===== src/rtl/framer_ctrl.sv =====
// framer_ctrl: transmit framer sequencing controller.
// Accepts one message at a time, stamps it with a message counter and timer,
// fetches an authentication tag from the MAC engine (with timeout), loads the
// framer override fields, then offers the finished frame downstream.
// Field values of zero mean pass-through to the framer, so every value driven
// in LOAD/OUT is kept non-zero.

module framer_ctrl #(
   parameter int TICK_DIV    = 16,
   parameter int MAC_TIMEOUT = 64
) (
   input  logic       clk,
   input  logic       resetN,
   input  logic       msg_valid,
   output logic       msg_ready,
   output logic       mac_start,
   input  logic       mac_done,
   input  logic [7:0] mac_tag,
   output logic [7:0] ctl_msg_counter,
   output logic [7:0] ctl_timer,
   output logic [7:0] ctl_auth_tag,
   output logic [1:0] ctl_state_bits,
   output logic       frame_valid,
   input  logic       frame_ready,
   output logic       busy
);

   localparam int TW = (TICK_DIV > 2) ? $clog2(TICK_DIV) : 1;
   localparam logic [TW-1:0] TICK_LAST = TW'(TICK_DIV - 1);
   localparam logic [9:0]    WAIT_LAST = 10'(MAC_TIMEOUT - 1);

   localparam logic [1:0] ST_MAC_OK   = 2'b01;
   localparam logic [1:0] ST_TIMEOUT  = 2'b10;
   localparam logic [1:0] ST_CNT_WRAP = 2'b11;

   typedef enum logic [2:0] {
      S_IDLE     = 3'd0,
      S_MAC_REQ  = 3'd1,
      S_MAC_WAIT = 3'd2,
      S_LOAD     = 3'd3,
      S_OUT      = 3'd4
   } state_t;

   state_t state_r;
   state_t state_s;

   logic [TW-1:0] tick_r;
   logic [7:0]    timer_r;
   logic [7:0]    msg_cnt_r;
   logic [7:0]    cur_cnt_r;
   logic [7:0]    cur_time_r;
   logic [7:0]    tag_r;
   logic [1:0]    status_r;
   logic [9:0]    wait_r;

   // Counter step that never produces zero: FF wraps to 01.
   function automatic logic [7:0] inc_nz(input logic [7:0] v);
      inc_nz = (v == 8'hFF) ? 8'h01 : (v + 8'h01);
   endfunction

   // Free-running timestamp: tick divider plus non-zero 8-bit timer.
   always_ff @(posedge clk) begin
      if (!resetN) begin
         tick_r  <= {TW{1'b0}};
         timer_r <= 8'h01;
      end else if (tick_r == TICK_LAST) begin
         tick_r  <= {TW{1'b0}};
         timer_r <= inc_nz(timer_r);
      end else begin
         tick_r  <= tick_r + {{(TW-1){1'b0}}, 1'b1};
      end
   end

   // FSM state register.
   always_ff @(posedge clk) begin
      if (!resetN) begin
         state_r <= S_IDLE;
      end else begin
         state_r <= state_s;
      end
   end

   // Per-message datapath: captured counter/time, tag, status, wait counter.
   always_ff @(posedge clk) begin
      if (!resetN) begin
         msg_cnt_r  <= 8'h01;
         cur_cnt_r  <= 8'h00;
         cur_time_r <= 8'h00;
         tag_r      <= 8'h00;
         status_r   <= 2'b00;
         wait_r     <= 10'd0;
      end else begin
         case (state_r)
            S_IDLE: begin
               if (msg_valid) begin
                  cur_cnt_r  <= msg_cnt_r;
                  cur_time_r <= timer_r;
               end
            end
            S_MAC_REQ: begin
               wait_r <= 10'd0;
            end
            S_MAC_WAIT: begin
               // A done coinciding with the last wait cycle still wins.
               if (mac_done) begin
                  tag_r    <= (mac_tag == 8'h00) ? 8'hFF : mac_tag;
                  status_r <= ST_MAC_OK;
               end else if (wait_r == WAIT_LAST) begin
                  tag_r    <= 8'hFF;
                  status_r <= ST_TIMEOUT;
               end else begin
                  wait_r   <= wait_r + 10'd1;
               end
            end
            S_OUT: begin
               if (frame_ready) begin
                  msg_cnt_r <= inc_nz(msg_cnt_r);
               end
            end
            default: begin
               wait_r <= wait_r;
            end
         endcase
      end
   end

   // Next-state decode.
   always_comb begin
      state_s = state_r;
      case (state_r)
         S_IDLE: begin
            if (msg_valid) state_s = S_MAC_REQ;
            else           state_s = S_IDLE;
         end
         S_MAC_REQ: begin
            state_s = S_MAC_WAIT;
         end
         S_MAC_WAIT: begin
            if (mac_done || (wait_r == WAIT_LAST)) state_s = S_LOAD;
            else                                    state_s = S_MAC_WAIT;
         end
         S_LOAD: begin
            state_s = S_OUT;
         end
         S_OUT: begin
            if (frame_ready) state_s = S_IDLE;
            else             state_s = S_OUT;
         end
         default: begin
            state_s = S_IDLE;
         end
      endcase
   end

   // Output decode from the registered state and captured fields.
   always_comb begin
      msg_ready       = 1'b0;
      mac_start       = 1'b0;
      ctl_msg_counter = 8'h00;
      ctl_timer       = 8'h00;
      ctl_auth_tag    = 8'h00;
      ctl_state_bits  = 2'b00;
      frame_valid     = 1'b0;
      busy            = (state_r != S_IDLE);
      case (state_r)
         S_IDLE: begin
            // No accept while reset is being applied.
            msg_ready = msg_valid & resetN;
         end
         S_MAC_REQ: begin
            mac_start = 1'b1;
         end
         S_LOAD, S_OUT: begin
            ctl_msg_counter = cur_cnt_r;
            ctl_timer       = cur_time_r;
            ctl_auth_tag    = tag_r;
            if ((cur_cnt_r == 8'hFF) && (status_r == ST_MAC_OK)) begin
               ctl_state_bits = ST_CNT_WRAP;
            end else begin
               ctl_state_bits = status_r;
            end
            frame_valid = (state_r == S_OUT);
         end
         default: begin
            busy = 1'b1;
         end
      endcase
   end

endmodule


===== config.mk =====
export PLATFORM = sky130hd
export DESIGN_NAME = framer_ctrl
export DESIGN_NICKNAME = d
export VERILOG_FILES = /design/src/rtl/framer_ctrl.sv
export SDC_FILE = /design/constraint.sdc
export NUM_CORES = 1
export LEC_CHECK = 0
export ABC_CLOCK_PERIOD_IN_PS = 1900
export CAP_MARGIN = 40
export CORE_ASPECT_RATIO = 1.5
export CORE_MARGIN = 3
export CORE_UTILIZATION = 59
export CTS_BUF_LIST = sky130_fd_sc_hd__clkbuf_8
export CTS_CLUSTER_SIZE = 14
export DETAILED_ROUTE_END_ITERATION = 8
export DONT_BUFFER_PORTS = 1
export PLACE_DENSITY_LB_ADDON = 0.25
export SYNTH_ARGS = -nofsm -noshare
export SYNTH_HDL_FRONTEND = slang
export SYNTH_SLANG_ARGS = --single-unit

===== constraint.sdc =====
create_clock -name clk -period 1.9 [get_ports clk]
set_input_delay 0.285 -clock clk [delete_from_list [all_inputs] [get_ports clk]]
set_output_delay 0.285 -clock clk [all_outputs]
set_load 0.05 [all_outputs]

; After elaboration in Yosys (flattened, before gate mapping)
; Cells that the tools add are included.
[op_classes]
bitwise = 2
addsub = 4
reduce_logical = 14
eq_ne = 12
n_mux = 23
[op_table]
columns = cell, n
row1 = 2-to-1 mux 8 bit, 8
row2 = == test 8 bit (second input constant), 3
row3 = 2-to-1 mux 10 bit, 2
row4 = case mux 10 bit (2 select lines), 1
row5 = adder 8 x 1 -> 8 bit (second input constant), 2
row6 = case mux 3 bit (5 select lines), 1
row7 = adder 10 x 1 -> 10 bit (second input constant), 1
row8 = == test 10 x 6 -> 1 bit (second input constant), 1
row9 = logical NOT 8 bit, 1
row10 = 2-to-1 mux 2 bit, 4
row11 = == test 3 x 2 -> 1 bit (second input constant), 2
row12 = 2-to-1 mux 1 bit, 6
row13 = AND reduction 2 bit, 3
row14 = adder 4 x 1 -> 4 bit (second input constant), 1
row15 = == test 4 bit (second input constant), 1
row16 = != test 2 bit (second input constant), 2
row17 = nonzero test 2 bit, 2
row18 = OR reduction 2 bit, 2
row19 = OR reduction 4 bit, 1
row20 = == test 3 x 1 -> 1 bit (second input constant), 1
row21 = == test 3 bit (second input constant), 1
row22 = logical NOT 3 bit, 1
row23 = 2-to-1 mux 3 bit, 1
row24 = AND reduction 3 bit, 1
row25 = 6 further kinds, 6
[word_totals]
register_bits = 59
elab_cells = 64
out_inout_bits = 30
inputBits = 13

; Logic depth before layout (Yosys ltp)
[depth]
depth_word = 4
depth_mapped = 7
depth_no_buf = 5

; Worst setup path after synthesis
; OpenSTA, ideal clock, no wires.
[synth_path]
path_kind = register to output
start = reg state_r[0]
end = out ctl_msg_counter[0]
stages_incl_launch_ff = 7
required_time_ns = 1.615
setup_slack_ns = -0.197
arrival_ns = 1.812
cell_sequence = dfxtp_1 -> buf_2 -> or3b_1 -> clkbuf_1 -> nand2_1 -> clkbuf_1 -> and2_1
[synth_via]
elab_chain_cells = 3
word_cells_on_any_way = 4
cone_classes = 2 x eq/ne / 1 x mux / 1 x reduce/logical
[synth_rtl]
columns = item, line
row1 = "start, declared", 44  ; state_t state_r;
row2 = "start signal, assigned", 79  ; state_r <= state_s;
row3 = == test 3 bit or == test 3 x 2 -> 1 bit (tied branches), 165  ; case (state_r)
row4 = OR reduction 2 bit *, 165
row5 = 2-to-1 mux 8 bit *, 165
row6 = "end, declared", 19  ; output logic [7:0] ctl_msg_counter,
; Every way passes the cells marked *; elsewhere a longest branch is shown, timed or not.

; Worst setup path in the final report
[layout_path]
start = reg state_r[1]
end = out ctl_timer[0]
[layout_via]
elab_chain_cells = 3
word_cells_on_any_way = 4
cone_classes = 2 x eq/ne / 1 x mux / 1 x reduce/logical
[layout_rtl]
columns = item, line
row1 = == test 3 bit or == test 3 x 2 -> 1 bit (tied branches), 165
row2 = OR reduction 2 bit *, 165
row3 = 2-to-1 mux 8 bit *, 165
row4 = "end, declared", 20  ; output logic [7:0] ctl_timer,
; Marked as above.

==> impl_metrics.yaml <==
final_layout:
  fin_util_pct: 79.51
  drive_gt1_share_pct: 27.62
  fillers: 277
  nets: 374
  n_antenna_cell: 0
  syn_to_final_growth_pct: 26.24
setup_path:
  critical_path_class: "reg2out"
  cp-end-kind: "output pin"
  required_ps: 1620
  crit_arrival_ps: 1660
  crit_fanout: 7
  crit_path_start: "state_r[1]$_SDFF_PN0_"
  startpoint_type: "flop"
  path_delay_family: "simple AND/OR/NAND/NOR gates"
  max_stage_delay_ps: 400
  path_cells: "or3b_4 -> nand2_4 -> buf_6 -> buf_16 -> and2_4"
  r2r_start: "wait_r[7]$_SDFFE_PN0P_"
  crit_path_top_delay_cell: "or3b_4"
  cp_num_buf_inv: 2
drt:
  ant_nets: 0
  wire_per_inst_um: 16.19
  num_vias: 2493
  routed_via_density: 5.880
  routed_wl_um: 6865
  drtPass1Iterations: 4
  drt-initial-drc-count: 144
  drc_errors: 0
placed_design:
  hpwl_um: 4479
  gp_congestion: 0.9336
  io_buffers: 0
  dp_slack_ps: 96.38
clocking:
  numCtsBuffers: 9
  clk_pin_slew_ps: 70
  tritoncts: "yes"
  htree_levels: 3
  clock_sinks: 59
  hold_buffers: 0
  cts_root_buf: "clkbuf_8"
  clk_path_buf_depth: 2
  clk_latency_ps: 340
global_route:
  grt_max_degree: 22
  grt_remaining_overflow: 0
  grt_pass1_wl_um: 11140
  track_usage_pct: 26.30
  first_global_vias: 2356
  antenna_found_initial: 0
floorplanning:
  core.rowCount: 29
  dieHeight_um: 89.85
  die_w_um: 61.90
  start_util_pct: 62.98
  io_pins: 43
  dieArea_um2: 5561
  core-area_um2: 4390
synth:
  synth_area_um2: 2765
  syn-num-nets: 346
  syn_inst: 329
  syn_area_per_cell_um2: 8.405
  ys_seq_elements: 59
  synth-main-ff-cell: "dfxtp_1"
  synth_warnings: 0
  seq_area_frac_synth_pct: 42.71
  ys_types: 50
  synth-edff-count: 0
  async_flop_share_pct: 0
sta:
  worst_hold_slack_ps: 67.71
  worst_pin_slew_ps: 452.1
  setup_slack_ps: -41.83
  min_period_ps: 1942
  period_share_pct: 102.2
  slew_headroom_pct: 69.75
  hold_viol: 0
  timing.final.setup_violations: 9
  skew_ps: 6.484
  slew_violations: 0
  timing.fmax_ghz: 0.5150
  rsz0062_at_grt: "yes"
power:
  swShare_pct: 25.78
  power.share.combinational_pct: 12.0
  seqPwrFrac_pct: 44.3
  net-switching-power_w: 0.0007620
  pwr_density_cell_nw_per_um2: 846.6
  pwr-share-clk_pct: 43.7
  p_int_w: 0.002194
  p_leak_nw: 1.278
  peakVddDrop_mv: 0.6024
run:
  maxCapViolCount: 0
status:
  violations: "negative setup slack"
  outcome: "finished, violations left"
worst_hold_path:
  min-delay-start: "resetN"
  hp-class: "in2reg"
[area by class of cell]
cell class	count	area, µm²	share of cell area [%]
multi-input combinational	243	1577	45.16
inverter	9	37.54	1.075
clock inverter	6	88.84	2.545
timing repair buffer	35	380.4	10.90
tap	62	77.57	2.222
clock buffer	10	137.6	3.943
sequential	59	1192	34.16
[flip-flops by register name (all words and copies together), names as in the netlist]
name / flops
timer_r: 8
tick_r: 4
cur_time_r: 8
tag_r: 8
status_r: 2
state_r: 3
msg_cnt_r: 8
wait_r: 10
cur_cnt_r: 8
[per-layer routing]
| layer | GRT usage (%) | wire length, µm |
|---|---|---|
| met4 | 11.50 | 210 |
| met3 | 7.593 | 375 |
| met2 | 43.27 | 3579 |
| met5 | 0 | 0 |
| met1 | 30.26 | 2700 |
[power groups by stage]
stage / clock network, W / logic (W) / registers (W)
after floorplan: 0 / 0.000238 / 0.00132
after global placement: 0 / 0.000302 / 0.00134
after detailed placement: 0 / 0.000305 / 0.00134
after CTS: 0.00131 / 0.000350 / 0.00131
after global routing: 0.00137 / 0.000384 / 0.00131
final: 0.00129 / 0.000355 / 0.00131
[synth_stat cells, types with 3 or more instances]
master | n | area (µm²)
ha_1 | 4 | 50.05
clkbuf_1 | 14 | 52.55
nand2_1 | 53 | 198.9
nand3_1 | 15 | 75.07
o21ai_0 | 7 | 35.03
and3_1 | 5 | 31.28
inv_1 | 8 | 30.03
xor2_1 | 7 | 61.31
nand2b_1 | 3 | 18.77
buf_2 | 3 | 15.01
xnor2_1 | 6 | 52.55
nor4_1 | 5 | 31.28
a21oi_1 | 32 | 160.2
nand4_1 | 6 | 37.54
nor3_1 | 10 | 50.05
dfxtp_1 | 59 | 1181
o21a_1 | 3 | 22.52
nor2_1 | 19 | 71.32
and2_1 | 26 | 162.7
o221a_2 | 8 | 90.09
[repair_timing]
item / in CTS / in global routing
pin swaps: 6 / 9
gates cloned: 2 / 0
setup buffers: 5 / 3
setup endpoints to repair: 28 / 37
gates resized for setup: 18 / 12
[path summary, 6_finish.rpt]
check / endpoint / slack, ps / cells after the start
worst max-delay path: ctl_timer[0] / -40 / 5
worst min-delay path: wait_r[5]$_SDFFE_PN0P_ / 70 / 2
worst max register to register: tag_r[0]$_SDFFE_PN0P_ / 120 / 4
worst min register to register: wait_r[5]$_SDFFE_PN0P_ / 460 / 2
[worst reg2reg max path, stage by stage, from the launching register on]
cell,delay [ps]
dfxtp_1,350
or4_4,560
nor3_1,230
o21a_1,350
o221a_2,250
[kinds of logic (layout without fill, tap and decap cells)]
family          count (synthesis)  in the layout  synth area share (%)
simple gates                  159            159                 30.05
fa+ha+maj                       4              4                 1.810
xor+xnor                       13             13                 4.118
compound gates                 67             67                 17.24
flops                          59             59                 42.71
buf+inv                        27             60                 4.072
[stage by stage]
step           total power [W]  setup TNS, ps  instance area [µm²]  instances
2_1_floorplan         0.001562         -60.80                 2828        329
6_report              0.002956         -246.7                 3491        424
5_1_grt               0.003064          -1188                 3491        424
3_5_place_dp          0.001644              0                 3114        400
4_1_cts               0.002963          -1678                 3482        423
3_3_place_gp          0.001638              0                 3114        400
[cell usage in the layout (no fill, tap or decap), types with 7 or more instances in the layout]
cell type and instances:
inv_1 7, nor2_1 18, xor2_1 7, nand3_1 15
and2_4 25, nand2_1 52, nor3_1 9, clkbuf_8 10
dfxtp_1 56, a21oi_1 32, buf_4 22, o221a_2 8
No activity file was read; power rests on OpenSTA's default activity.
